[src/rtl/branch_issue_queue.sv]
`default_nettype none
// ============================================================================
// Module   : branch_issue_queue
// Purpose  : In-order issue queue for branch/JAL/JALR micro-ops with CDB
//            operand wakeup; issues the head entry to the branch unit.
// Revision : 1.0
// ============================================================================
module branch_issue_queue #(
    parameter int DATA_WIDTH = 32,
    parameter int ROB_WIDTH  = 4,
    parameter int DEPTH      = 4
) (
    input  logic                          i_clk,
    input  logic                          i_rst,
    input  logic                          i_disp_valid,
    output logic                          o_disp_ready,
    input  logic [3:0]                    i_disp_alu_op,
    input  logic [DATA_WIDTH-1:0]         i_disp_pc,
    input  logic [DATA_WIDTH-1:0]         i_disp_imm,
    input  logic [ROB_WIDTH-1:0]          i_disp_rob_tag,
    input  logic [DATA_WIDTH-1:0]         i_disp_op1,
    input  logic                          i_disp_op1_ready,
    input  logic [ROB_WIDTH-1:0]          i_disp_op1_tag,
    input  logic [DATA_WIDTH-1:0]         i_disp_op2,
    input  logic                          i_disp_op2_ready,
    input  logic [ROB_WIDTH-1:0]          i_disp_op2_tag,
    input  logic                          i_cdb_valid,
    input  logic [ROB_WIDTH-1:0]          i_cdb_tag,
    input  logic [DATA_WIDTH-1:0]         i_cdb_data,
    input  logic                          i_flush,
    output logic                          o_issue_valid,
    output logic [3:0]                    o_issue_alu_op,
    output logic [DATA_WIDTH-1:0]         o_issue_pc,
    output logic [DATA_WIDTH-1:0]         o_issue_imm,
    output logic [DATA_WIDTH-1:0]         o_issue_op1,
    output logic [DATA_WIDTH-1:0]         o_issue_op2,
    output logic [ROB_WIDTH-1:0]          o_issue_rob_tag,
    output logic [$clog2(DEPTH):0]        o_count
);

    localparam int PTR_W = $clog2(DEPTH);
    localparam int CNT_W = PTR_W + 1;

    localparam logic [3:0]       c_op_jal  = 4'b1100;
    localparam logic [3:0]       c_op_jalr = 4'b1101;
    localparam logic [CNT_W-1:0] c_depth   = CNT_W'(DEPTH);
    localparam logic [PTR_W-1:0] c_ptr_one = PTR_W'(1);
    localparam logic [CNT_W-1:0] c_cnt_one = CNT_W'(1);

    logic                  r_valid    [DEPTH];
    logic [3:0]            r_alu_op   [DEPTH];
    logic [DATA_WIDTH-1:0] r_pc       [DEPTH];
    logic [DATA_WIDTH-1:0] r_imm      [DEPTH];
    logic [ROB_WIDTH-1:0]  r_rob_tag  [DEPTH];
    logic [DATA_WIDTH-1:0] r_op1      [DEPTH];
    logic                  r_op1_rdy  [DEPTH];
    logic [ROB_WIDTH-1:0]  r_op1_tag  [DEPTH];
    logic [DATA_WIDTH-1:0] r_op2      [DEPTH];
    logic                  r_op2_rdy  [DEPTH];
    logic [ROB_WIDTH-1:0]  r_op2_tag  [DEPTH];

    logic [PTR_W-1:0]      r_head;
    logic [PTR_W-1:0]      r_tail;
    logic [CNT_W-1:0]      r_count;

    logic                  w_disp_we;
    logic                  w_issue;
    logic                  w_is_jal;
    logic                  w_is_jalr;
    logic                  w_op1_wake;
    logic                  w_op2_wake;
    logic                  w_op1_src_rdy;
    logic                  w_op2_src_rdy;
    logic                  w_op1_rdy_in;
    logic                  w_op2_rdy_in;
    logic [DATA_WIDTH-1:0] w_op1_in;
    logic [DATA_WIDTH-1:0] w_op2_in;

    assign o_disp_ready = (r_count < c_depth);
    assign w_disp_we    = i_disp_valid && o_disp_ready && !i_flush;

    assign w_is_jal  = (i_disp_alu_op == c_op_jal);
    assign w_is_jalr = (i_disp_alu_op == c_op_jalr);

    // JAL reads no register and JALR reads only rs1, so those operands are
    // treated as present regardless of what dispatch reports.
    assign w_op1_src_rdy = i_disp_op1_ready || w_is_jal;
    assign w_op2_src_rdy = i_disp_op2_ready || w_is_jal || w_is_jalr;
    assign w_op1_wake    = i_cdb_valid && (i_cdb_tag == i_disp_op1_tag);
    assign w_op2_wake    = i_cdb_valid && (i_cdb_tag == i_disp_op2_tag);
    assign w_op1_rdy_in  = w_op1_src_rdy || w_op1_wake;
    assign w_op2_rdy_in  = w_op2_src_rdy || w_op2_wake;
    assign w_op1_in      = (!w_op1_src_rdy && w_op1_wake) ? i_cdb_data : i_disp_op1;
    assign w_op2_in      = (!w_op2_src_rdy && w_op2_wake) ? i_cdb_data : i_disp_op2;

    assign w_issue = r_valid[r_head] && r_op1_rdy[r_head] && r_op2_rdy[r_head] && !i_flush;

    assign o_issue_valid   = w_issue;
    assign o_issue_alu_op  = r_alu_op[r_head];
    assign o_issue_pc      = r_pc[r_head];
    assign o_issue_imm     = r_imm[r_head];
    assign o_issue_op1     = r_op1[r_head];
    assign o_issue_op2     = r_op2[r_head];
    assign o_issue_rob_tag = r_rob_tag[r_head];
    assign o_count         = r_count;

    generate
        for (genvar gi = 0; gi < DEPTH; gi++) begin : g_entry
            logic w_wr_sel;
            logic w_iss_sel;
            logic w_op1_cap;
            logic w_op2_cap;

            assign w_wr_sel  = w_disp_we && (r_tail == PTR_W'(gi));
            assign w_iss_sel = w_issue && (r_head == PTR_W'(gi));
            assign w_op1_cap = r_valid[gi] && !r_op1_rdy[gi] && i_cdb_valid
                               && (i_cdb_tag == r_op1_tag[gi]);
            assign w_op2_cap = r_valid[gi] && !r_op2_rdy[gi] && i_cdb_valid
                               && (i_cdb_tag == r_op2_tag[gi]);

            always_ff @(posedge i_clk or posedge i_rst) begin
                if (i_rst) begin
                    r_valid[gi]   <= 1'b0;
                    r_alu_op[gi]  <= '0;
                    r_pc[gi]      <= '0;
                    r_imm[gi]     <= '0;
                    r_rob_tag[gi] <= '0;
                    r_op1[gi]     <= '0;
                    r_op1_rdy[gi] <= 1'b0;
                    r_op1_tag[gi] <= '0;
                    r_op2[gi]     <= '0;
                    r_op2_rdy[gi] <= 1'b0;
                    r_op2_tag[gi] <= '0;
                end else if (i_flush) begin
                    r_valid[gi] <= 1'b0;
                end else if (w_wr_sel) begin
                    // The tail slot is never valid when written, so it can
                    // neither issue nor capture from the CDB this cycle.
                    r_valid[gi]   <= 1'b1;
                    r_alu_op[gi]  <= i_disp_alu_op;
                    r_pc[gi]      <= i_disp_pc;
                    r_imm[gi]     <= i_disp_imm;
                    r_rob_tag[gi] <= i_disp_rob_tag;
                    r_op1[gi]     <= w_op1_in;
                    r_op1_rdy[gi] <= w_op1_rdy_in;
                    r_op1_tag[gi] <= i_disp_op1_tag;
                    r_op2[gi]     <= w_op2_in;
                    r_op2_rdy[gi] <= w_op2_rdy_in;
                    r_op2_tag[gi] <= i_disp_op2_tag;
                end else begin
                    if (w_iss_sel) begin
                        r_valid[gi] <= 1'b0;
                    end
                    if (w_op1_cap) begin
                        r_op1[gi]     <= i_cdb_data;
                        r_op1_rdy[gi] <= 1'b1;
                    end
                    if (w_op2_cap) begin
                        r_op2[gi]     <= i_cdb_data;
                        r_op2_rdy[gi] <= 1'b1;
                    end
                end
            end
        end
    endgenerate

    always_ff @(posedge i_clk or posedge i_rst) begin
        if (i_rst) begin
            r_head  <= '0;
            r_tail  <= '0;
            r_count <= '0;
        end else if (i_flush) begin
            r_head  <= '0;
            r_tail  <= '0;
            r_count <= '0;
        end else begin
            if (w_disp_we) begin
                r_tail <= r_tail + c_ptr_one;
            end
            if (w_issue) begin
                r_head <= r_head + c_ptr_one;
            end
            case ({w_disp_we, w_issue})
                2'b10:   r_count <= r_count + c_cnt_one;
                2'b01:   r_count <= r_count - c_cnt_one;
                default: r_count <= r_count;
            endcase
        end
    end

endmodule
`default_nettype wire

[config.mk]
export PLATFORM = sky130hd
export DESIGN_NAME = branch_issue_queue
export DESIGN_NICKNAME = d
export VERILOG_FILES = /design/src/rtl/branch_issue_queue.sv
export SDC_FILE = /design/constraint.sdc
export NUM_CORES = 2
export LEC_CHECK = 0
export CORE_MARGIN = 5
export CORE_UTILIZATION = 50
export CTS_CLUSTER_DIAMETER = 30
export DETAILED_ROUTE_END_ITERATION = 6
export GPL_ROUTABILITY_DRIVEN = 1
export HOLD_SLACK_MARGIN = 0.05
export PLACE_DENSITY = 0.83
export SYNTH_ARGS = -nofsm -noshare
export SYNTH_HDL_FRONTEND = slang
export SYNTH_SLANG_ARGS = --single-unit
[constraint.sdc]
create_clock -name i_clk -period 29.9 [get_ports i_clk]
set_input_delay 7.475 -clock i_clk [delete_from_list [all_inputs] [get_ports i_clk]]
set_output_delay 7.475 -clock i_clk [all_outputs]
set_load 0.02 [all_outputs]
==> impl_metrics.tcl <==
set metrics [dict create \
    status "complete, no violations" \
    count_of_h_tree_levels_built_during_cts 4 \
    grt_util_all_layers 0.299 \
    setup-tns-final_ps 0 \
    slew_violations 0 \
    hpwl_um 51500 \
    pre_cts_ws_ps 13300 \
    grt_start_max_net_pins 133 \
    ys.flop_type "dfrtp_1" \
    register_area_sq_um 14900 \
    remaining_drc_errors 0 \
    cts.path.max_buffers 3 \
    minimum_setup_slack_among_reg_to_reg_paths_ps 26180 \
    die-height_um 249 \
    gp_congestion 0.830 \
    achievable_clock_frequency_mhz 60.2 \
    synthesis.nets 2825 \
    drt_iter0_markers 2495 \
    max-slew-margin-rel 0.170 \
    endpoint_kind "primary output" \
    final.min_clock_period_ps 16620 \
    grt_pass1_vias 25700 \
    drtPass1Iterations 6 \
    max_slew.worst_pin.slew_ps 1250 \
    mostFrequentLayoutCell "nand2_1" \
    insertion_delay_ps 720 \
    start_kind "primary input" \
    min_delay_path_depth 2 \
    synth.distinct_cells 42 \
    r2r_cells 6 \
    initial_core_util 0.506 \
    die-area_sq_um 62000 \
    cp_data_arrival_time_ps 9150 \
    most-common-layout-cells "nand2_1, dfrtp_1, clkdlybuf4s50_1" \
    vias 23800 \
    dieWidth_um 249 \
    antenna_found_initial 19 \
    grt_pass1_wl_um 148000 \
    placeableCoreArea_sq_um 56500 \
    numPortBuffers 327 \
    synth_cell_area_sq_um 28600 \
    synth-seq-area-share 0.521 \
    design.portCount 328 \
    synthesis.area_per_instance_sq_um 10.9 \
    placed_cells_incl_taps 3492 \
    cts_tree "yes" \
    path_class "in -> out" \
    final_design_area_no_fill_sq_um 36700 \
    finalSetupViolations 0 \
    max_ir_drop_vdd_mv 0.0672 \
    grt_overflow 0 \
    worstHoldEndpoint "r_imm[24]" \
    nNetsFinal 3067 \
    final.fill_count 3918 \
    synth_warnings 0 \
    cts-buffers-inserted 133 \
    rr_startpoint "o_count[2]" \
    multiInputGateArea_sq_um 12500 \
    worst_reg2reg_endpoint "r_op2[105]" \
    tritoncts_num_sinks 595 \
    yosys_register_bits 595 \
    clock_skew_ps 38.5 \
    drt.antenna.violating_nets 0 \
    fraction_of_final_layout_cells_with_drive_strength_greater_than_1 0.219 \
    critPathRequiredTime_ps 22430 \
    rsz0062_at_grt "false" \
    syn_inst 2629 \
    area_after_detailed_placement_sq_um 31900 \
    leakagePower_nw 15.9 \
    synthToLayoutAreaGrowth_pct 28.5 \
    cts.hold.buffers_added 0 \
    avgViaCountPerCell 6.35 \
    cts-root-buf "clkbuf_16" \
    clk_transition_reported_paths_ps 50 \
    synth_edf_count 0 \
    min_period_over_period 0.556 \
    setup_ws_ps 13280 \
    routedWlPerCell_um 25.1 \
    worst_hold_path_type "reg -> reg" \
    wirelength_um 94100 \
    rows 87 \
    crit_path_max_fanout 14 \
    postCtsResizedCells 0 \
    holdCritStartpoint "r_imm[24]" \
    postSynth.asyncResetShare 1.00 \
    p_per_area_nw_per_um2 102 \
    layoutNonFillerInstCount 3746 \
    cts.repair_timing.setup_buffer_count 0 \
    maxCapViolCount 0 \
    hold_viol 0 \
]
[synth_stat cells, types with 5 or more instances]
library cell | n | area [sq um]
or2_1 | 8 | 50.1
nand4_1 | 10 | 62.6
buf_4 | 5 | 37.5
nor3_1 | 10 | 50.1
nor2_1 | 10 | 37.5
buf_2 | 70 | 350
buf_6 | 26 | 293
o221a_1 | 36 | 405
mux2i_1 | 5 | 50.1
xnor2_1 | 40 | 350
mux2i_2 | 5 | 68.8
ha_1 | 8 | 100
or3_1 | 256 | 1600
clkbuf_1 | 111 | 417
inv_1 | 7 | 26.3
o21ai_0 | 16 | 80.1
nand2_1 | 979 | 3670
and2_1 | 5 | 31.3
mux4_2 | 136 | 3060
buf_1 | 40 | 150
dfrtp_1 | 595 | 14900
o221a_2 | 220 | 2480
[layout make-up]
| type | count | area share |
|---|---|---|
| Clock buffer | 166 | 0.100 |
| Antenna cell | 9 | 0.000614 |
| Timing Repair Buffer | 361 | 0.0961 |
| Multi-Input combinational cell | 1773 | 0.341 |
| Clock inverter | 79 | 0.0290 |
| Sequential cell | 595 | 0.406 |
| Tap cell | 756 | 0.0258 |
| Inverter | 7 | 0.000920 |
[sequential cells by signal (all words and copies together), names as in the netlist, 3 cells and up]
| signal | count |
|---|---|
| r_op2 | 128 |
| r_imm | 128 |
| r_op2_rdy | 4 |
| r_valid | 4 |
| r_op1_rdy | 4 |
| r_alu_op | 16 |
| r_pc | 128 |
| o_count | 3 |
| r_op1 | 128 |
| r_op1_tag | 16 |
| r_rob_tag | 16 |
| r_op2_tag | 16 |
[critical path, stage by stage]
cell,delay [ps]
clkdlybuf4s50_1,730
nor2_1,300
clkdlybuf4s50_1,640
[how the worst max path moves through the flow]
stage	from	to	cells after the start
CTS	i_flush	o_issue_valid	3
global route	i_flush	o_issue_valid	3
floorplan	i_rst	o_count[0]	1
finish	i_flush	o_issue_valid	3
global placement	i_flush	o_issue_valid	3
detailed placement	i_flush	o_issue_valid	3
[per-stage QoR]
stage | util | power (mW) | hold slack (ps)
after floorplan | - | 1.85 | 440
after global placement | 0.565 | 2.12 | 452
after detailed placement | 0.565 | 2.19 | 456
after CTS | 0.649 | 3.74 | 468
after global routing | 0.649 | 3.89 | 494
final | 0.650 | 3.74 | 471
[power breakdown]
part | internal, mW | total, mW | leakage [nW] | switching (mW)
sequential | 1.13 | 1.33 | 7.37 | 0.198
clock | 1.02 | 1.53 | 2.28 | 0.503
combinational | 0.471 | 0.885 | 6.25 | 0.413
total | 2.62 | 3.74 | 15.9 | 1.11
[cells by family after synthesis]
kind of cell             Yosys count  share of synthesized area
AND/OR/NAND/NOR                 1295                      0.198
flip-flops                       595                      0.521
AO/OA/AOI/OAI                    279                      0.106
buffers and inverters            261                     0.0449
multiplexers                     146                      0.111
XOR/XNOR                          44                     0.0140
adder cells (fa/ha/maj)            9                    0.00421
[metal layers]
metal	vias to the layer above	part of all wire	global-route usage
met5	-	0.0015	0
met4	20	0.041	0.140
met3	293	0.11	0.102
met2	1565	0.49	0.489
met1	12100	0.36	0.361
li1	9832	-	-
Power figures use the tool's default switching activity.
